==> src/rtl/prog_loader.sv <==
// prog_loader
//   Serial program loader and instruction store for the 4-bit CPU. A
//   16-instruction image arrives over a UART line (8N1) as:
//     0xA5 header, 16 data bytes, 8-bit checksum (sum of data mod 256).
//   Data is written into the inactive one of two 16x8 banks. A good checksum
//   swaps the banks, so a new image becomes visible all at once. A bad image
//   leaves the running program untouched. The CPU fetches through a
//   registered read port that is never stalled.
//
// Ports
//   clk       in   1  system clock
//   reset_n   in   1  synchronous active-low reset
//   rx        in   1  UART receive line, idle high, asynchronous to clk
//   adrs      in   4  instruction fetch address
//   dat_out   out  8  bank[active][adrs], one clk latency
//   cpu_hold  out  1  high while a frame is being received
//   load_ok   out  1  last frame committed (sticky)
//   load_err  out  1  last frame aborted (sticky)
module prog_loader #(
  parameter int CLKS_PER_BIT = 434,     // clk cycles per UART bit, >= 4
  parameter int TIMEOUT_CLKS = 1000000  // max idle clks between bytes in a frame
) (
  input  logic       clk,
  input  logic       reset_n,
  input  logic       rx,
  input  logic [3:0] adrs,
  output logic [7:0] dat_out,
  output logic       cpu_hold,
  output logic       load_ok,
  output logic       load_err
);

  localparam int CNT_W = $clog2(CLKS_PER_BIT);
  localparam int GAP_W = $clog2(TIMEOUT_CLKS + 1);
  localparam logic [CNT_W-1:0] HALF_M1 = CNT_W'(CLKS_PER_BIT / 2 - 1);
  localparam logic [CNT_W-1:0] FULL_M1 = CNT_W'(CLKS_PER_BIT - 1);
  localparam logic [GAP_W-1:0] GAP_MAX = GAP_W'(TIMEOUT_CLKS - 1);
  localparam logic [7:0]       HEADER  = 8'hA5;

  typedef enum logic [1:0] {R_IDLE, R_START, R_DATA, R_STOP} rx_state_e;
  typedef enum logic [1:0] {F_IDLE, F_DATA, F_CSUM} frame_state_e;

  // ---------------------------------------------------------------------
  // rx synchronizer and falling-edge detector. Reset to the idle level so
  // leaving reset does not look like a start bit.
  // ---------------------------------------------------------------------
  logic rx_meta_q, rx_sync_q, rx_prev_q;

  // NOTE: clocked state is always assigned with <= so every register samples
  // the pre-edge values of the others; = here would collapse the FF chain.
  always_ff @(posedge clk) begin
    if (!reset_n) begin
      rx_meta_q <= 1'b1;
      rx_sync_q <= 1'b1;
      rx_prev_q <= 1'b1;
    end else begin
      rx_meta_q <= rx;
      rx_sync_q <= rx_meta_q;
      rx_prev_q <= rx_sync_q;
    end
  end

  // ---------------------------------------------------------------------
  // Receiver FSM
  // ---------------------------------------------------------------------
  rx_state_e        r_state_q, r_state_d;
  logic [CNT_W-1:0] r_cnt_q, r_cnt_d;
  logic [2:0]       r_bit_q, r_bit_d;
  logic [7:0]       r_shift_q, r_shift_d;
  logic             byte_valid;
  logic             frame_err;

  always_ff @(posedge clk) begin
    if (!reset_n) begin
      r_state_q <= R_IDLE;
      r_cnt_q   <= '0;
      r_bit_q   <= '0;
      r_shift_q <= '0;
    end else begin
      r_state_q <= r_state_d;
      r_cnt_q   <= r_cnt_d;
      r_bit_q   <= r_bit_d;
      r_shift_q <= r_shift_d;
    end
  end

  // NOTE: every output of a combinational block gets a default before the
  // case statement, so no path leaves a signal unassigned and no latch forms.
  always_comb begin
    r_state_d  = r_state_q;
    r_cnt_d    = r_cnt_q;
    r_bit_d    = r_bit_q;
    r_shift_d  = r_shift_q;
    byte_valid = 1'b0;
    frame_err  = 1'b0;
    unique case (r_state_q)
      R_IDLE: begin
        if (rx_prev_q && !rx_sync_q) begin
          r_state_d = R_START;
          r_cnt_d   = '0;
        end
      end
      R_START: begin
        // Mid start bit: a line already back high was only a glitch.
        if (r_cnt_q == HALF_M1) begin
          r_cnt_d   = '0;
          r_bit_d   = '0;
          r_state_d = rx_sync_q ? R_IDLE : R_DATA;
        end else begin
          r_cnt_d = r_cnt_q + 1'b1;
        end
      end
      R_DATA: begin
        if (r_cnt_q == FULL_M1) begin
          r_cnt_d   = '0;
          r_shift_d = {rx_sync_q, r_shift_q[7:1]};  // LSB first
          if (r_bit_q == 3'd7) r_state_d = R_STOP;
          else                 r_bit_d   = r_bit_q + 1'b1;
        end else begin
          r_cnt_d = r_cnt_q + 1'b1;
        end
      end
      R_STOP: begin
        if (r_cnt_q == FULL_M1) begin
          if (rx_sync_q) byte_valid = 1'b1;
          else           frame_err  = 1'b1;
          r_cnt_d   = '0;
          r_state_d = R_IDLE;
        end else begin
          r_cnt_d = r_cnt_q + 1'b1;
        end
      end
      default: r_state_d = R_IDLE;
    endcase
  end

  // ---------------------------------------------------------------------
  // Frame FSM
  // ---------------------------------------------------------------------
  frame_state_e     f_state_q, f_state_d;
  logic [3:0]       idx_q, idx_d;
  logic [7:0]       sum_q, sum_d;
  logic [GAP_W-1:0] gap_q, gap_d;
  logic             active_q, active_d;
  logic             hold_q, hold_d;
  logic             ok_q, ok_d;
  logic             err_q, err_d;
  logic             mem_we;
  logic             timeout;

  always_ff @(posedge clk) begin
    if (!reset_n) begin
      f_state_q <= F_IDLE;
      idx_q     <= '0;
      sum_q     <= '0;
      gap_q     <= '0;
      active_q  <= 1'b0;
      hold_q    <= 1'b0;
      ok_q      <= 1'b0;
      err_q     <= 1'b0;
    end else begin
      f_state_q <= f_state_d;
      idx_q     <= idx_d;
      sum_q     <= sum_d;
      gap_q     <= gap_d;
      active_q  <= active_d;
      hold_q    <= hold_d;
      ok_q      <= ok_d;
      err_q     <= err_d;
    end
  end

  assign timeout = (f_state_q != F_IDLE) && (gap_q == GAP_MAX);

  always_comb begin
    f_state_d = f_state_q;
    idx_d     = idx_q;
    sum_d     = sum_q;
    gap_d     = (f_state_q == F_IDLE) ? '0 : gap_q + 1'b1;
    active_d  = active_q;
    hold_d    = hold_q;
    ok_d      = ok_q;
    err_d     = err_q;
    mem_we    = 1'b0;
    unique case (f_state_q)
      F_IDLE: begin
        if (byte_valid && r_shift_q == HEADER) begin
          hold_d    = 1'b1;
          ok_d      = 1'b0;
          err_d     = 1'b0;
          idx_d     = '0;
          sum_d     = '0;
          gap_d     = '0;
          f_state_d = F_DATA;
        end
      end
      F_DATA, F_CSUM: begin
        // Timeout wins over a byte completing in the same cycle.
        if (timeout || frame_err) begin
          err_d     = 1'b1;
          hold_d    = 1'b0;
          f_state_d = F_IDLE;
        end else if (byte_valid) begin
          gap_d = '0;
          if (f_state_q == F_DATA) begin
            mem_we = 1'b1;
            sum_d  = sum_q + r_shift_q;
            idx_d  = idx_q + 1'b1;
            if (idx_q == 4'd15) f_state_d = F_CSUM;
          end else begin
            if (r_shift_q == sum_q) begin
              active_d = ~active_q;
              ok_d     = 1'b1;
            end else begin
              err_d = 1'b1;
            end
            hold_d    = 1'b0;
            f_state_d = F_IDLE;
          end
        end
      end
      default: f_state_d = F_IDLE;
    endcase
  end

  // ---------------------------------------------------------------------
  // Instruction banks and registered read port
  // ---------------------------------------------------------------------
  logic [7:0] bank_q [2][16];
  logic [7:0] dat_q;

  // NOTE: the banks are cleared by reset on purpose (a reset CPU must fetch
  // 0x00); that forces flops rather than a RAM macro, which is fine at 32x8.
  always_ff @(posedge clk) begin
    if (!reset_n) begin
      for (int b = 0; b < 2; b++) begin
        for (int i = 0; i < 16; i++) begin
          bank_q[b][i] <= '0;
        end
      end
      dat_q <= '0;
    end else begin
      if (mem_we) bank_q[~active_q][idx_q] <= r_shift_q;
      dat_q <= bank_q[active_q][adrs];
    end
  end

  assign dat_out  = dat_q;
  assign cpu_hold = hold_q;
  assign load_ok  = ok_q;
  assign load_err = err_q;

endmodule

==> config.mk <==
export PLATFORM = sky130hd
export DESIGN_NAME = prog_loader
export DESIGN_NICKNAME = d
export VERILOG_FILES = /design/src/rtl/prog_loader.sv
export SDC_FILE = /design/constraint.sdc
export NUM_CORES = 1
export LEC_CHECK = 0
export BUFFER_PORTS_ARGS = -buffer_cell sky130_fd_sc_hd__buf_4
export CAP_MARGIN = 0
export CELL_PAD_IN_SITES_DETAIL_PLACEMENT = 1
export CELL_PAD_IN_SITES_GLOBAL_PLACEMENT = 1
export CORE_ASPECT_RATIO = 1.4
export CORE_UTILIZATION = 55
export CTS_CLUSTER_DIAMETER = 50
export DETAILED_ROUTE_END_ITERATION = 10
export PLACE_DENSITY_LB_ADDON = 0.1
export SETUP_SLACK_MARGIN = 0.15
export SKIP_CTS_REPAIR_TIMING = 1
export SYNTH_ARGS = -nofsm -noshare
export SYNTH_HDL_FRONTEND = slang
export SYNTH_SLANG_ARGS = --single-unit
export TNS_END_PERCENT = 5
==> constraint.sdc <==
create_clock -name clk -period 5.1 [get_ports clk]
set_input_delay 1.02 -clock clk [delete_from_list [all_inputs] [get_ports clk]]
set_output_delay 1.02 -clock clk [all_outputs]
set_load 0.01 [all_outputs]
== After elaboration in Yosys (flattened, before gate mapping) ==
Memories as Yosys holds them, arrays and structs flattened. A register that Yosys moved wholly into a read port is not among the register bits.
Index checks and enable logic that the tools add are counted.
Widths: inputs -> output; s select.
Word-level totals
  register bits: 71
  bits in writable memories: 256
  bits of input ports: 7
  output and inout port bits: 11
  logic and storage cells: 157
  memories: 1
Operators by class
  add/sub/neg operators: 5
  order comparisons: 3
  equality and inequality tests: 28
  multiplexer cells: 76
  bitwise gates (word level): 5
  reductions and logical operators: 23
Memory list
  bank_q: depth 2, width 128, read ports 1, clocked after Yosys merged registers in 1, write ports 2, line 229  | logic [7:0] bank_q [2][16];
Operators by type and width (number)
  $mux 128: 3
  $reduce_or 128->1: 1
  $mux 20: 4
  $mux 8: 7
  $pmux 20 s2: 1
  $bmux 8 s4: 1
  $demux 8 s4: 1
  $mux 1: 29
  $mux 9: 3
  $pmux 9 s3: 1
  $mux 2: 11
  $ne 2x2->1 const B: 11
  $add 20x1->20 const B: 1
  $eq 20x20->1 const B: 1
  $reduce_and 5->1: 4
  $mux 4: 4
  $pmux 8 s2: 1
  $ge 5x5->1 const B: 2
  $not 4->5: 2
  $add 9x1->9 const B: 1
  $eq 9x8->1 const B: 1
  $eq 9x9->1 const B: 1
  $mux 3: 3
  $ne 3x3->1 const B: 3
  28 further kinds: 43

== Longest topological paths before layout ==
  depth after elaboration: 11
  depth in mapped cells: 10
  depth with buffers taken out: 8

== Least setup slack after synthesis ==
OpenSTA, ideal clock, no wires.
  path kind: flip-flop to flip-flop
  from: register r_cnt_q[5]
  to: memory bank_q[0][112] (netlist name), enable pin
  setup time: 384 ps
  arrival time: 3052 ps
  required time: 4716 ps
  slack: 1664 ps
  stages on the path, launching flop included: 8
  buffers on the path: 2
  period minus slack after synthesis: 3436 ps
  cells stage by stage: dfxtp_1 > or4bb_1 > clkbuf_2 > or4_4 > a2111oi_4 > nand2_1 > clkbuf_2 > o21ai_0
RTL lines
  start: declaration: line 67  | logic [CNT_W-1:0] r_cnt_q, r_cnt_d;
  start signal: assignment: line 81  | r_cnt_q <= r_cnt_d;
  end: declaration: line 229

==> flow_metrics.env <==
export IMPL_cpLargestDelayFamily="simple AND/OR/NAND/NOR gates"
export IMPL_drt_iter0_markers=787
export IMPL_grt_max_degree=65
export IMPL_start_util=0.559
export IMPL_crit_fanout=15
export IMPL_dr_total_vias=9118
export IMPL_final_layout_size_suffix_gt1_frac=0.194
export IMPL_critical_path_class="flip-flop to flip-flop"
export IMPL_globalRouteOverflowTotal=0
export IMPL_fin_worst_skew_ps=23.3
export IMPL_finalCritPeriodShare=0.801
export IMPL_synth_area_per_cell_um2=14.0
export IMPL_power_uw=5730
export IMPL_ir_drop_uv=279
export IMPL_insertion_delay_ps=530
export IMPL_route_detailed_drc=0
export IMPL_syn_cell_area_mm2=0.0146
export IMPL_drv_slew=0
export IMPL_core_area_mm2=0.0261
export IMPL_end_kind="flip-flop"
export IMPL_layout_common_cells="edfxtp_1 (256), nor2_1 (151), mux4_2 (80), dfxtp_1 (71), buf_4 (59)"
export IMPL_maxSlewHeadroom=0.121
export IMPL_tns_ps=0
export IMPL_clock_path_buffers=3
export IMPL_min_path_type="flip-flop to flip-flop"
export IMPL_synth_seq_area_share=0.626
export IMPL_fmax_mhz=245
export IMPL_setup_viol_count_final=0
export IMPL_rsz0062_at_grt="false"
export IMPL_io_pins=18
export IMPL_clkTransAtPathRegs_ps=60
export IMPL_synth_main_ff_cell="edfxtp_1"
export IMPL_grt_use_total=0.298
export IMPL_gp_congestion=0.806
export IMPL_maxCapViolCount=0
export IMPL_dp_hpwl_um=25900
export IMPL_synth_fp_nets=1070
export IMPL_cts_root_buf="clkbuf_16"
export IMPL_synthDominantCellAreaShare=0.527
export IMPL_yosys_area_top_type="edfxtp_1"
export IMPL_synth_cell_types=72
export IMPL_final_seq_area_mm2=0.00913
export IMPL_dr_pass1_iters=4
export IMPL_die_area_mm2=0.0272
export IMPL_antennaDiodeCount=0
export IMPL_final_common_cell="edfxtp_1"
export IMPL_cts_sinks=328
export IMPL_yosys_top_cells_area="edfxtp_1 (53%), mux4_2 (12%), dfxtp_1 (9.9%), nor2_1 (3.9%), ha_1 (2.0%)"
export IMPL_die_y_um=195
export IMPL_wl_per_cell_um=27.1
export IMPL_cp_arrival_ps=4320
export IMPL_cp_start_kind="flip-flop"
export IMPL_synthCells=1039
export IMPL_cts_made_buffers=34
export IMPL_finalCriticalPeriod_ps=4080
export IMPL_slowest_delay_ps=710
export IMPL_async_flop_share=0
export IMPL_io_buffers=17
export IMPL_hold_violations=0
export IMPL_final_antenna_net_count=0
export IMPL_routed_wl_um=38400
export IMPL_tightest_slew_ps=1300
export IMPL_outcome="complete, no violations"
export IMPL_die_w_um=140
export IMPL_final_nets=1101
export IMPL_critPathRequiredTime_ps=5340
export IMPL_multi_input_area_mm2=0.00512
export IMPL_yosysWarnings=0
export IMPL_cp_cell_sequence="or4bb_1 > or4_4 > a2111oi_4 > nand2_1 > o21ai_0 > buf_4"
export IMPL_cts_tree="yes"
export IMPL_power_density_mw_per_mm2=353
export IMPL_worst_path_max_delay_cell="o21ai_0"
export IMPL_grt_pass1_vias=9664
export IMPL_synth_edf_count=256
export IMPL_grt_antenna_before_repair=0
export IMPL_num_rows=70
export IMPL_final_fill_count=2461
export IMPL_cts_max_level=2
export IMPL_synth_seq_cells=328
export IMPL_via_per_inst=6.43
export IMPL_rrSetupSlack_ps=1020
export IMPL_grt_first_pass_wirelength_um=59600
export IMPL_p_leak_uw=0.00520
export IMPL_cp_num_buf_inv=1
export IMPL_area_growth_pct=11.5
final cells by class:
cell class	instances	area share
clock inverters	14	0.00708
clock buffers	47	0.0586
inverters	21	0.00485
well taps	324	0.0249
flip-flops and latches	328	0.562
repair buffers	59	0.0273
multi-input cells	626	0.315
flip-flops by register name, indices dropped and copies added (netlist names), named ones only:
name / cells
r_shift_q: 8
sum_q: 8
f_state_q: 2
rx_sync_q: 1
r_bit_q: 3
rx_meta_q: 1
load_err: 1
dat_out: 8
load_ok: 1
r_cnt_q: 9
rx_prev_q: 1
gap_q: 20
bank_q: 256
active_q: 1
cpu_hold: 1
r_state_q: 1
idx_q: 4
cell usage after synthesis (all sizes together), types with 5 or more instances:
cell type / n
o21ai: 32
o211a: 5
clkbuf: 43
dfxtp: 72
buf: 21
a21oi: 27
ha: 23
xnor2: 9
nand3: 47
or4: 8
and2: 21
xor2: 12
nand2b: 8
nor3: 34
inv: 21
nand2: 46
nor3b: 11
a22o: 8
o41ai: 10
mux2i: 10
mux4: 80
edfxtp: 256
nand4b: 7
nor2: 152
or3: 5
and3: 5
nor4: 5
nand4: 8
worst paths after layout:
path         cells after the start  startpoint            end
max                              6  r_cnt_q[5]  bank_q[0][72]
min                              1   rx_meta_q      rx_sync_q
max reg2reg                      6  r_cnt_q[5]  bank_q[0][72]
min reg2reg                      1   rx_meta_q      rx_sync_q
report_power, final:
group	switching (uW)	internal (uW)	leakage, uW	total (uW)
logic	161	128	0.00167	289
clock network	1030	1370	0.000519	2410
registers	47.5	2990	0.00301	3030
cell families (layout without fill, tap and decap cells):
logic type	Yosys count	count (layout)	share of synthesized area
flops	328	328	0.626
mux	91	91	0.131
compound gates	116	116	0.0562
fa+ha+maj	24	24	0.0211
xor+xnor	21	21	0.0126
buf+inv	85	141	0.0243
simple gates	374	374	0.128
layer usage:
layer  share of wire  GRT usage  routed length (um)
met5               0          0                   0
met4           0.035      0.111                1350
met3           0.062     0.0421                2360
met2            0.52      0.528               20000
met1            0.38      0.372               14700
metrics by stage:
stage	hold WS (ps)	setup slack [ps]	utilization	cell area, um2	cells
floorplan	386	1660	-	14600	1039
CTS	416	978	0.623	16300	1419
global route	425	707	0.623	16300	1419
detailed placement	397	1010	0.582	15200	1358
global placement	400	1210	0.582	15200	1358
finish	410	1020	0.623	16300	1419
(Power assumes the default switching activity.)
